$ cat config.mk
export PLATFORM = sky130hd
export DESIGN_NAME = sort_dedup_delta_stream
export DESIGN_NICKNAME = d
export VERILOG_FILES = /design/src/rtl/sdd_pkg.sv /design/src/rtl/sdd_cmp_swap.sv /design/src/rtl/sort_dedup_delta_stream.sv
export SDC_FILE = /design/constraint.sdc
export NUM_CORES = 1
export LEC_CHECK = 0
export BUFFER_PORTS_ARGS = -buffer_cell sky130_fd_sc_hd__clkbuf_2
export CAP_MARGIN = 20
export CORE_AREA = 5 5 190 228
export CTS_CLUSTER_DIAMETER = 40
export CTS_CLUSTER_SIZE = 40
export DETAILED_ROUTE_END_ITERATION = 10
export DIE_AREA = 0 0 195 233
export PLACE_DENSITY = 0.52
export SYNTH_ARGS = -nofsm -noshare
export SYNTH_HDL_FRONTEND = slang
export SYNTH_HIERARCHICAL = 1
export SYNTH_SLANG_ARGS = --single-unit
$ cat constraint.sdc
create_clock -name clk -period 10.5 [get_ports clk]
set_input_delay 0.525 -clock clk [delete_from_list [all_inputs] [get_ports clk]]
set_output_delay 0.525 -clock clk [all_outputs]
set_load 0.05 [all_outputs]
$ cat src/rtl/sdd_pkg.sv
// Shared types for the sort/dedup/delta stream: FSM states, sortable entry and its ordering rule.
package sdd_pkg;

  typedef enum logic [1:0] {LOAD, SORT, DEDUP, EMIT} state_t;

  localparam int unsigned SDD_MAX_W = 32;

  typedef struct packed {
    logic                 valid;
    logic [SDD_MAX_W-1:0] data;
  } entry_t;

  // True when lo must move above hi: invalid entries sink past valid ones, ties stay put.
  function automatic logic sdd_out_of_order(entry_t lo, entry_t hi);
    return (hi.valid && !lo.valid) || (lo.valid && hi.valid && (lo.data > hi.data));
  endfunction

endpackage

$ cat src/rtl/sdd_cmp_swap.sv
// One compare-exchange cell of the odd-even transposition network; passes through when disabled.
module sdd_cmp_swap
  import sdd_pkg::*;
#(
  parameter int DATA_W = 8
) (
  input  logic            en_i,
  input  logic [DATA_W:0] a_i,
  input  logic [DATA_W:0] b_i,
  output logic [DATA_W:0] lo_o,
  output logic [DATA_W:0] hi_o
);

  entry_t a_e, b_e;
  logic   swap;

  assign a_e  = '{valid: a_i[DATA_W], data: SDD_MAX_W'(a_i[DATA_W-1:0])};
  assign b_e  = '{valid: b_i[DATA_W], data: SDD_MAX_W'(b_i[DATA_W-1:0])};
  assign swap = en_i && sdd_out_of_order(a_e, b_e);
  assign lo_o = swap ? b_i : a_i;
  assign hi_o = swap ? a_i : b_i;

endmodule

$ cat src/rtl/sort_dedup_delta_stream.sv
// Frame sorter -> duplicate removal -> successive-difference encoder with valid/ready streams.
// Define SDD_DELTA_EN for delta-encoded output; otherwise sorted unique values are emitted raw.
module sort_dedup_delta_stream
  import sdd_pkg::*;
#(
  parameter int DATA_W = 8,
  parameter int DEPTH  = 9,
  parameter int CNT_W  = $clog2(DEPTH + 1)
) (
  input  logic              clk,
  input  logic              rst,
  input  logic              in_valid,
  output logic              in_ready,
  input  logic [DATA_W-1:0] in_data,
  input  logic              in_last,
  output logic              out_valid,
  input  logic              out_ready,
  output logic [DATA_W-1:0] out_data,
  output logic              out_last,
  output logic [CNT_W-1:0]  unique_count,
  output logic              busy
);

  localparam logic [CNT_W-1:0] LAST_IDX = CNT_W'(DEPTH - 1);
  localparam logic [CNT_W-1:0] ONE      = CNT_W'(1);

  state_t            state_q, state_d;
  logic [CNT_W-1:0]  n_q, n_d, cnt_q, cnt_d, u_q, u_d, uc_q, uc_d, prev_idx;
  logic [DATA_W:0]   ent_q [DEPTH];
  logic [DATA_W:0]   ent_d [DEPTH];
  logic [DATA_W:0]   srt   [DEPTH];
  logic [DATA_W-1:0] uniq_q [DEPTH];
  logic [DATA_W-1:0] uniq_d [DEPTH];
  logic              ov_q, ov_d, ol_q, ol_d;
  logic [DATA_W-1:0] od_q, od_d, emit_word;
  logic [DATA_W:0]   lo_w [DEPTH-1];
  logic [DATA_W:0]   hi_w [DEPTH-1];
  logic [DEPTH-2:0]  cell_en;

  for (genvar i = 0; i < DEPTH - 1; i++) begin : g_cell
    assign cell_en[i] = (cnt_q[0] == 1'(i % 2));
    sdd_cmp_swap #(.DATA_W(DATA_W)) u_cs (
      .en_i (cell_en[i]),
      .a_i  (ent_q[i]),
      .b_i  (ent_q[i+1]),
      .lo_o (lo_w[i]),
      .hi_o (hi_w[i])
    );
  end

  always_comb begin
    srt = ent_q;
    for (int unsigned i = 0; i < DEPTH - 1; i++) begin
      if (cell_en[i]) begin
        srt[i]   = lo_w[i];
        srt[i+1] = hi_w[i];
      end
    end
  end

  assign prev_idx = (cnt_q == '0) ? '0 : cnt_q - ONE;

`ifdef SDD_DELTA_EN
  assign emit_word = uniq_q[cnt_q] - uniq_q[prev_idx];
`else
  assign emit_word = uniq_q[cnt_q];
`endif

  assign in_ready     = (state_q == LOAD) && !rst;
  assign busy         = (state_q != LOAD);
  assign out_valid    = ov_q;
  assign out_data     = od_q;
  assign out_last     = ol_q;
  assign unique_count = uc_q;

  always_comb begin
    state_d = state_q;
    n_d     = n_q;
    cnt_d   = cnt_q;
    u_d     = u_q;
    uc_d    = uc_q;
    ent_d   = ent_q;
    uniq_d  = uniq_q;
    ov_d    = ov_q;
    od_d    = od_q;
    ol_d    = ol_q;
    case (state_q)
      LOAD: begin
        if (in_valid && in_ready) begin
          ent_d[n_q] = {1'b1, in_data};
          n_d        = n_q + ONE;
          if (in_last || n_q == LAST_IDX) begin
            state_d = SORT;
            cnt_d   = '0;
          end
        end
      end
      SORT: begin
        ent_d = srt;
        cnt_d = cnt_q + ONE;
        if (cnt_q == LAST_IDX) begin
          state_d = DEDUP;
          cnt_d   = '0;
          u_d     = '0;
        end
      end
      DEDUP: begin
        if (cnt_q == '0 || ent_q[cnt_q][DATA_W-1:0] != ent_q[prev_idx][DATA_W-1:0]) begin
          uniq_d[u_q] = ent_q[cnt_q][DATA_W-1:0];
          u_d         = u_q + ONE;
        end
        cnt_d = cnt_q + ONE;
        if (cnt_q == n_q - ONE) begin
          state_d = EMIT;
          cnt_d   = '0;
        end
      end
      EMIT: begin
        // out_valid only drops on the final handshake, so !ov_q here means the entry cycle.
        if (!ov_q) begin
          uc_d  = u_q;
          ov_d  = 1'b1;
          od_d  = uniq_q[0];
          ol_d  = (u_q == ONE);
          cnt_d = ONE;
        end else if (out_ready) begin
          if (ol_q) begin
            ov_d    = 1'b0;
            ol_d    = 1'b0;
            state_d = LOAD;
            n_d     = '0;
            for (int unsigned i = 0; i < DEPTH; i++) ent_d[i][DATA_W] = 1'b0;
          end else begin
            od_d  = emit_word;
            ol_d  = (cnt_q == u_q - ONE);
            cnt_d = cnt_q + ONE;
          end
        end
      end
      default: state_d = LOAD;
    endcase
  end

  always_ff @(posedge clk or posedge rst) begin
    if (rst) begin
      state_q <= LOAD;
      n_q     <= '0;
      cnt_q   <= '0;
      u_q     <= '0;
      uc_q    <= '0;
      ent_q   <= '{default: '0};
      uniq_q  <= '{default: '0};
      ov_q    <= 1'b0;
      od_q    <= '0;
      ol_q    <= 1'b0;
    end else begin
      state_q <= state_d;
      n_q     <= n_d;
      cnt_q   <= cnt_d;
      u_q     <= u_d;
      uc_q    <= uc_d;
      ent_q   <= ent_d;
      uniq_q  <= uniq_d;
      ov_q    <= ov_d;
      od_q    <= od_d;
      ol_q    <= ol_d;
    end
  end

endmodule

# [Yosys cells after proc, flatten, opt, wreduce, memory -nomap -nowiden]
# Cells that the tools add are included.
# W data, S select, Z words.
[totals] regBits=181 elab_cells=277 in_bits=13 output_inout_bits=16
[op_classes] n_eq_ne=33 magnitude_cmp=14 n_addsub=6 bitwise_logic=6 n_reduce_logical=88 mux=95
[ops] cell="$mux W9" count=17
[ops] cell="$mux W18" count=8
[ops] cell="$pmux W8 S2" count=9
[ops] cell="$bwmux W81" count=1
[ops] cell="$mux W81" count=1
[ops] cell="$mux W8" count=10
[ops] cell="$bmux W9 S4" count=2
[ops] cell="$bwmux W72" count=1
[ops] cell="$reduce_and A7 Y1" count=10
[ops] cell="$gt A8 B8 Y1" count=8
[ops] cell="$mux W4" count=14
[ops] cell="$reduce_and A4 Y1" count=10
[ops] cell="$demux W9 S4" count=1
[ops] cell="$logic_and A1 B1 Y1" count=36
[ops] cell="$bmux W8 S4" count=1
[ops] cell="$demux W8 S4" count=1
[ops] cell="$pmux W1 S3" count=9
[ops] cell="$ne A3 B2 Y1 const B" count=8
[ops] cell="$ge A5 B5 Y1 const B" count=4
[ops] cell="$ne A2 B2 Y1 const B" count=10
[ops] cell="$not A4 Y5" count=4
[ops] cell="$pmux W4 S2" count=2
[ops] cell="$pmux W4 S4" count=1
[ops] cell="$mux W2" count=7
[ops] cell="23 further kinds" count=67

# [Depth between registers and ports, before layout]
[depth] ltp_word=14 ltp_mapped=17 mapped_depth_nobuf=11

# [Cells and area by module]
# The synthesis kept the hierarchy.
[modules_own_cells] mod="sort_dedup_delta_stream" area_each_um2=11305.8 cells_each=1123 n_inst=1 seq_area_each_um2=4529.3
[modules_own_cells] mod="sdd_cmp_swap" area_each_um2=598.1 cells_each=73 n_inst=8 seq_area_each_um2=0.0

# [Least setup slack after synthesis]
# OpenSTA, ideal clock, no wires.
[synth_path] path_kind="in2reg" startpoint="input port rst" endpoint="register ent_q[73] in the netlist's numbering" t_required_ns=10.364 path_buffers=3 setup_slack_ns=4.390 stages=9 arrival_time_ns=5.973 setup_ns=0.136 cell_sequence="inv_1 and3_1 clkbuf_1 a21oi_1 or3_1 clkbuf_1 clkbuf_1 nand2_1 o21ai_0"
[synth_between] elab_chain_len=5
[synth_rtl] element="start, declared" line="sort_dedup_delta_stream.sv:11" source="input logic rst,"
[synth_rtl] element="$logic_not A1 Y1 (no source line)"
[synth_rtl] element="$logic_and A1 B1 Y1" line="sort_dedup_delta_stream.sv:69" source="assign in_ready = (state_q == LOAD) && !rst;"
[synth_rtl] element="$logic_and A1 B1 Y1" line="sort_dedup_delta_stream.sv:89" source="if (in_valid && in_ready) begin"
[synth_rtl] element="$ne A2 B1 Y1 (no source line)"
[synth_rtl] element="$reduce_and A4 Y1 (no source line)"
[synth_rtl] element="end signal, assigned" line="sort_dedup_delta_stream.sv:162" source="ent_q <= ent_d;"
[synth_rtl] element="end, declared" line="sort_dedup_delta_stream.sv:29" source="logic [DATA_W:0] ent_q [DEPTH];"
# No other way between the ends.
# A chain may end at the register's enable or synchronous reset.

# [Worst setup path in the final report]
[layout_path] startpoint="register cnt_q[0]" endpoint="register uniq_q[67] in the netlist's numbering"
[layout_between] elab_chain_len=9 elab_cells_between_ends=15 cone_classes="add/sub (1); eq/ne (1); mux (8); bitwise (2); reduce/logical (3)"
[layout_rtl] element="start, declared" line="sort_dedup_delta_stream.sv:28" source="logic [CNT_W-1:0] n_q, n_d, cnt_q, cnt_d, u_q, u_d, uc_q, uc_d, prev_idx;"
[layout_rtl] element="start signal, assigned" line="sort_dedup_delta_stream.sv:159" source="cnt_q <= cnt_d;"
[layout_rtl] element="$sub A4 B1 Y4 or $logic_not A4 Y1 (tied branches)" line="sort_dedup_delta_stream.sv:61, sort_dedup_delta_stream.sv:108"
[layout_rtl] element="$mux W4" line="sort_dedup_delta_stream.sv:61" source="assign prev_idx = (cnt_q == '0) ? '0 : cnt_q - ONE;"
[layout_rtl] element="$not A4 Y5 (not written as such)" line="sort_dedup_delta_stream.sv:108" source="if (cnt_q == '0 || ent_q[cnt_q][DATA_W-1:0] != ent_q[prev_idx][DATA_W-1:0]) begin"
[layout_rtl] element="$bmux W9 S4" line="sort_dedup_delta_stream.sv:108"
[layout_rtl] element="$mux W8 (not written as such) (2 in a row)" line="sort_dedup_delta_stream.sv:108"
[layout_rtl] element="$ne A8 B8 Y1" line="sort_dedup_delta_stream.sv:108"
[layout_rtl] element="$logic_or A1 B1 Y1" line="sort_dedup_delta_stream.sv:108"
[layout_rtl] element="$reduce_and A2 Y1 (no source line)"
[layout_rtl] element="end signal, assigned" line="sort_dedup_delta_stream.sv:163" source="uniq_q <= uniq_d;"
[layout_rtl] element="end, declared" line="sort_dedup_delta_stream.sv:32" source="logic [DATA_W-1:0] uniq_q [DEPTH];"
# Several ways; a longest one is shown, not always the timed one. The select of a mux whose other input is x is not followed.

==> results.md <==
- Final core occ: 41.95%
- Overall power of the completed layout: 5.730 mW
- Total vias in the final route: 14,210
- Worst Setup Start Kind: register
- Number of distinct library cell variants in the gate-level netlist after synthesis: 77
- Post-CTS clock slew at the launch and capture registers of the worst setup and hold paths: around 0.080 ns
- Total standard cell area after synthesis: approximately 0.016 mm²
- Number of flops mapped to enable cells by yosys: 0
- Number of fill cells: a little over 4,000
- Buffers inserted by post-CTS timing repair: 0
- Placeable core region: about 0.04 mm²
- PortBufs: 28
- Yosys warning count: 6
- CTS sink cnt: 181
- Crit path DAT: 5.24 ns
- CTS max path bufs: 2
- Wirelength, routed: 55,260 µm
- GRT Total Usage: between 20% and 30%
- Synthesis-stage register bit count: 181
- Detailed Routing Iterations Pass 1: 5
- Number of hold buffers added after cts: 0
- Horizontal die dimension: roughly 200 µm
- Unrepaired setup endpoints after global routing: false
- Final number of max-transition violations: 0
- Final cycle utilization of the critical path: 46.63%
- Routed length per placed instance: between 20 and 25 µm
- Met3 routed WL: 2530 µm
- Highest fanout seen on the critical path: 128
- Post-layout minimum cycle time: 4.896 ns
- Leak pwr: between 6 and 7 nW
- CP required: 10.84 ns
- Number of global-route vias before repair: 13,591
- Starting density of the core: ~39%
- Worst slack after detailed placement: 5.560 ns
- Sequential share of the synthesized area: between 20% and 30%
- Startpoint-to-endpoint class of the critical path: reg -> reg
- Final hold viol count: 0
- Clock tree root driver cell: sky130_fd_sc_hd__clkbuf_16
- Slew of the pin with the lowest slew margin: 1.191 ns
- Global-route wire length before repair: 85,700 µm
- Post-synthesis average cell area: approximately 9.4 µm²
- Antenna diode instance count: 0
- Post-layout nets: 1,755
- Number of nets in the synthesized netlist: 1,801
- Routed wl met2: 26,160 µm
- MaxCap Viol Count: 0
- Chip Height: 233 µm
- Highest routing layer actually used: met4
- CTS buffer count: 17
- Clock insertion delay at the later pin of the skew report: 0.47 ns
- Layout-stage area growth over the synthesis result: 6.221%
- Least setup slack across all paths after layout: 5.604 ns
- Most common library cell in the layout ignoring fill and taps: sky130_fd_sc_hd__dfrtp_1
- Antenna violations before repair: 0
- Remaining routing DRC violations: 0
- Depth of the CTS H-tree: 4
- Max_slew headroom: 20.45%
- Post-DP HPWL: 37,220 µm
- Share of layout cells above drive strength 1: 17.51%
- Critical Path Sink Type: register
- Cell area after layout: 0.01709 mm²
- Overflow left after global routing: 0
- I/O pins: 29
- Pin count of the biggest net entering global routing: 129
- Routed metal-1 wire length: 23,960 µm
- DRC violation total after the first TritonRoute iteration: 1,316
- Post-cts repair resize count: 0
- Worst min-delay path category: in -> async
- Peak VDD IR: around 0.15 mV
- Core Rows: between 80 and 90
- Routability-driven placement congestion ratio: 1.010
- Slowest stage cell, crit path: sky130_fd_sc_hd__or4_1
- Worst path max stage delay: approximately 0.76 ns
- Per-cell via count in the routed design: ~6.4
- Maximum clock frequency: 204.3 MHz
- Sum of negative setup slack: 0 ns
- Area enclosed by the die boundary: about 0.045 mm²
- Fraction of registers with async set/reset: 100.0%
- Setup Viol. Count Final: 0
- Instance area at placement: around 0.016 mm²
- CTS tree: done
- Instance count of the mapped netlist: 1,707
- P per Cell Area: 335.3 mW/mm²
- Post-Route Skew: 0.01890 ns
- Status: finished clean
- Most instantiated flip-flop cell in the synthesis netlist: sky130_fd_sc_hd__dfrtp_1
- Critical path, cell by cell: buf_12 > inv_1 > ha_1 > or3b_1 > a21oi_1 > a221oi_1 > o41ai_2 > xor2_1 > nand3_1 > or4_1 > nand4_4 > mux2_4
- Commonest cells after routing, fill and taps aside: 178 x sky130_fd_sc_hd__dfrtp_1, 138 x sky130_fd_sc_hd__nand2_1, 129 x sky130_fd_sc_hd__a22o_1
- ANT nets after route: 0
-- through the flow --
step	hold slack, ns	instances
6_report	0.1752	2212
5_1_grt	0.2905	2212
4_1_cts	0.2400	2209
3_5_place_dp	0.4709	2178
3_3_place_gp	0.4637	2178
2_1_floorplan	0.4524	1707
-- state kept, by name, summed over array words and instances (netlist names) --
register,flops
ent_q,81
uniq_q,72
out_data,8
cnt_q,4
n_q,4
u_q,4
unique_count,4
state_q,2
out_last,1
out_valid,1
-- routing by layer --
layer,track usage (%),vias to the layer above
li1,-,6549
met3,2.563,114
met1,31.92,7041
met2,39.51,506
met4,11.09,0
met5,0,-
-- synth_stat cells (7+ instances only) --
cell	count	area share, %
sky130_fd_sc_hd__a22oi_1	18	0.84
sky130_fd_sc_hd__clkbuf_1	55	1.3
sky130_fd_sc_hd__xnor2_1	10	0.54
sky130_fd_sc_hd__a31oi_1	7	0.27
sky130_fd_sc_hd__mux2_2	71	5.0
sky130_fd_sc_hd__nand3_1	19	0.59
sky130_fd_sc_hd__o21ai_0	109	3.4
sky130_fd_sc_hd__a221o_2	48	3.4
sky130_fd_sc_hd__and2_1	12	0.47
sky130_fd_sc_hd__nor3_1	8	0.25
sky130_fd_sc_hd__buf_4	7	0.33
sky130_fd_sc_hd__and3_1	11	0.43
sky130_fd_sc_hd__a21boi_0	8	0.37
sky130_fd_sc_hd__o21ai_1	14	0.44
sky130_fd_sc_hd__nor2_1	97	2.3
sky130_fd_sc_hd__a211oi_1	9	0.42
sky130_fd_sc_hd__a22o_1	129	7.0
sky130_fd_sc_hd__dfrtp_1	181	28
sky130_fd_sc_hd__a21o_1	22	1.0
sky130_fd_sc_hd__mux2_4	16	1.5
sky130_fd_sc_hd__buf_2	24	0.75
sky130_fd_sc_hd__a21oi_1	106	3.3
sky130_fd_sc_hd__buf_8	8	0.75
sky130_fd_sc_hd__ha_1	81	6.3
sky130_fd_sc_hd__nand4_1	18	0.70
sky130_fd_sc_hd__o22ai_1	35	1.4
sky130_fd_sc_hd__buf_6	13	0.91
sky130_fd_sc_hd__o211ai_1	17	0.79
sky130_fd_sc_hd__inv_1	88	2.1
sky130_fd_sc_hd__o22a_1	8	0.44
sky130_fd_sc_hd__mux4_2	31	4.3
sky130_fd_sc_hd__o32ai_2	8	0.81
sky130_fd_sc_hd__a221o_1	83	5.2
sky130_fd_sc_hd__buf_1	14	0.33
sky130_fd_sc_hd__mux2i_1	74	4.6
sky130_fd_sc_hd__nor2b_1	24	0.93
sky130_fd_sc_hd__nand2_1	138	3.2
sky130_fd_sc_hd__xor2_1	10	0.54
-- final cells by class --
class                   instances  area, µm²  share of cell area (%)
clock inverters                13      157.7                  0.9224
repair buffers                 56      382.9                   2.240
flip-flops and latches        181       4536                   26.54
multi-input cells            1316      10560                   61.79
inverters                      89      341.6                   1.999
clock buffers                  18      439.2                   2.570
well taps                     539      674.4                   3.946
-- critical path: cells and delay by family, from the launching register on --
| family | cells | cell delay [ns] |
|---|---|---|
| xor+xnor | 1 | 0.20 |
| flops | 1 | 0.70 |
| fa+ha+maj | 1 | 0.38 |
| compound gates | 3 | 0.68 |
| buf+inv | 2 | 0.67 |
| mux | 1 | 0.33 |
| simple gates | 4 | 1.74 |
-- path summary, 6_finish.rpt --
kind / end / start / cells after the start / slack [ns]
setup / recovery: uniq_q[67] / cnt_q[0] / 12 / 5.60
hold / removal: n_q[2] / rst / 2 / 0.18
setup reg to reg: uniq_q[67] / cnt_q[0] / 12 / 5.60
hold reg to reg: out_data[5] / out_data[5] / 2 / 0.48
max in group asynchronous: ent_q[28] / rst / 4 / 9.10
min in group clk: out_valid / out_ready / 3 / 0.40
-- cell families after synthesis --
logic type,Yosys count,synth area share [%]
fa+ha+maj,81,6.299
buf+inv,210,6.415
flops,181,28.15
mux,197,15.94
xor+xnor,20,1.089
simple gates,363,11.13
compound gates,655,30.98
-- where the power goes --
part	total (mW)	leakage (nW)	internal [mW]	switching, mW
logic	3.64	4.26	1.47	2.17
registers	1.42	2.43	0.889	0.531
clock network	0.674	0.287	0.345	0.329
total	5.73	6.98	2.70	3.03
Note: power is estimated with default switching activity, not from simulation.
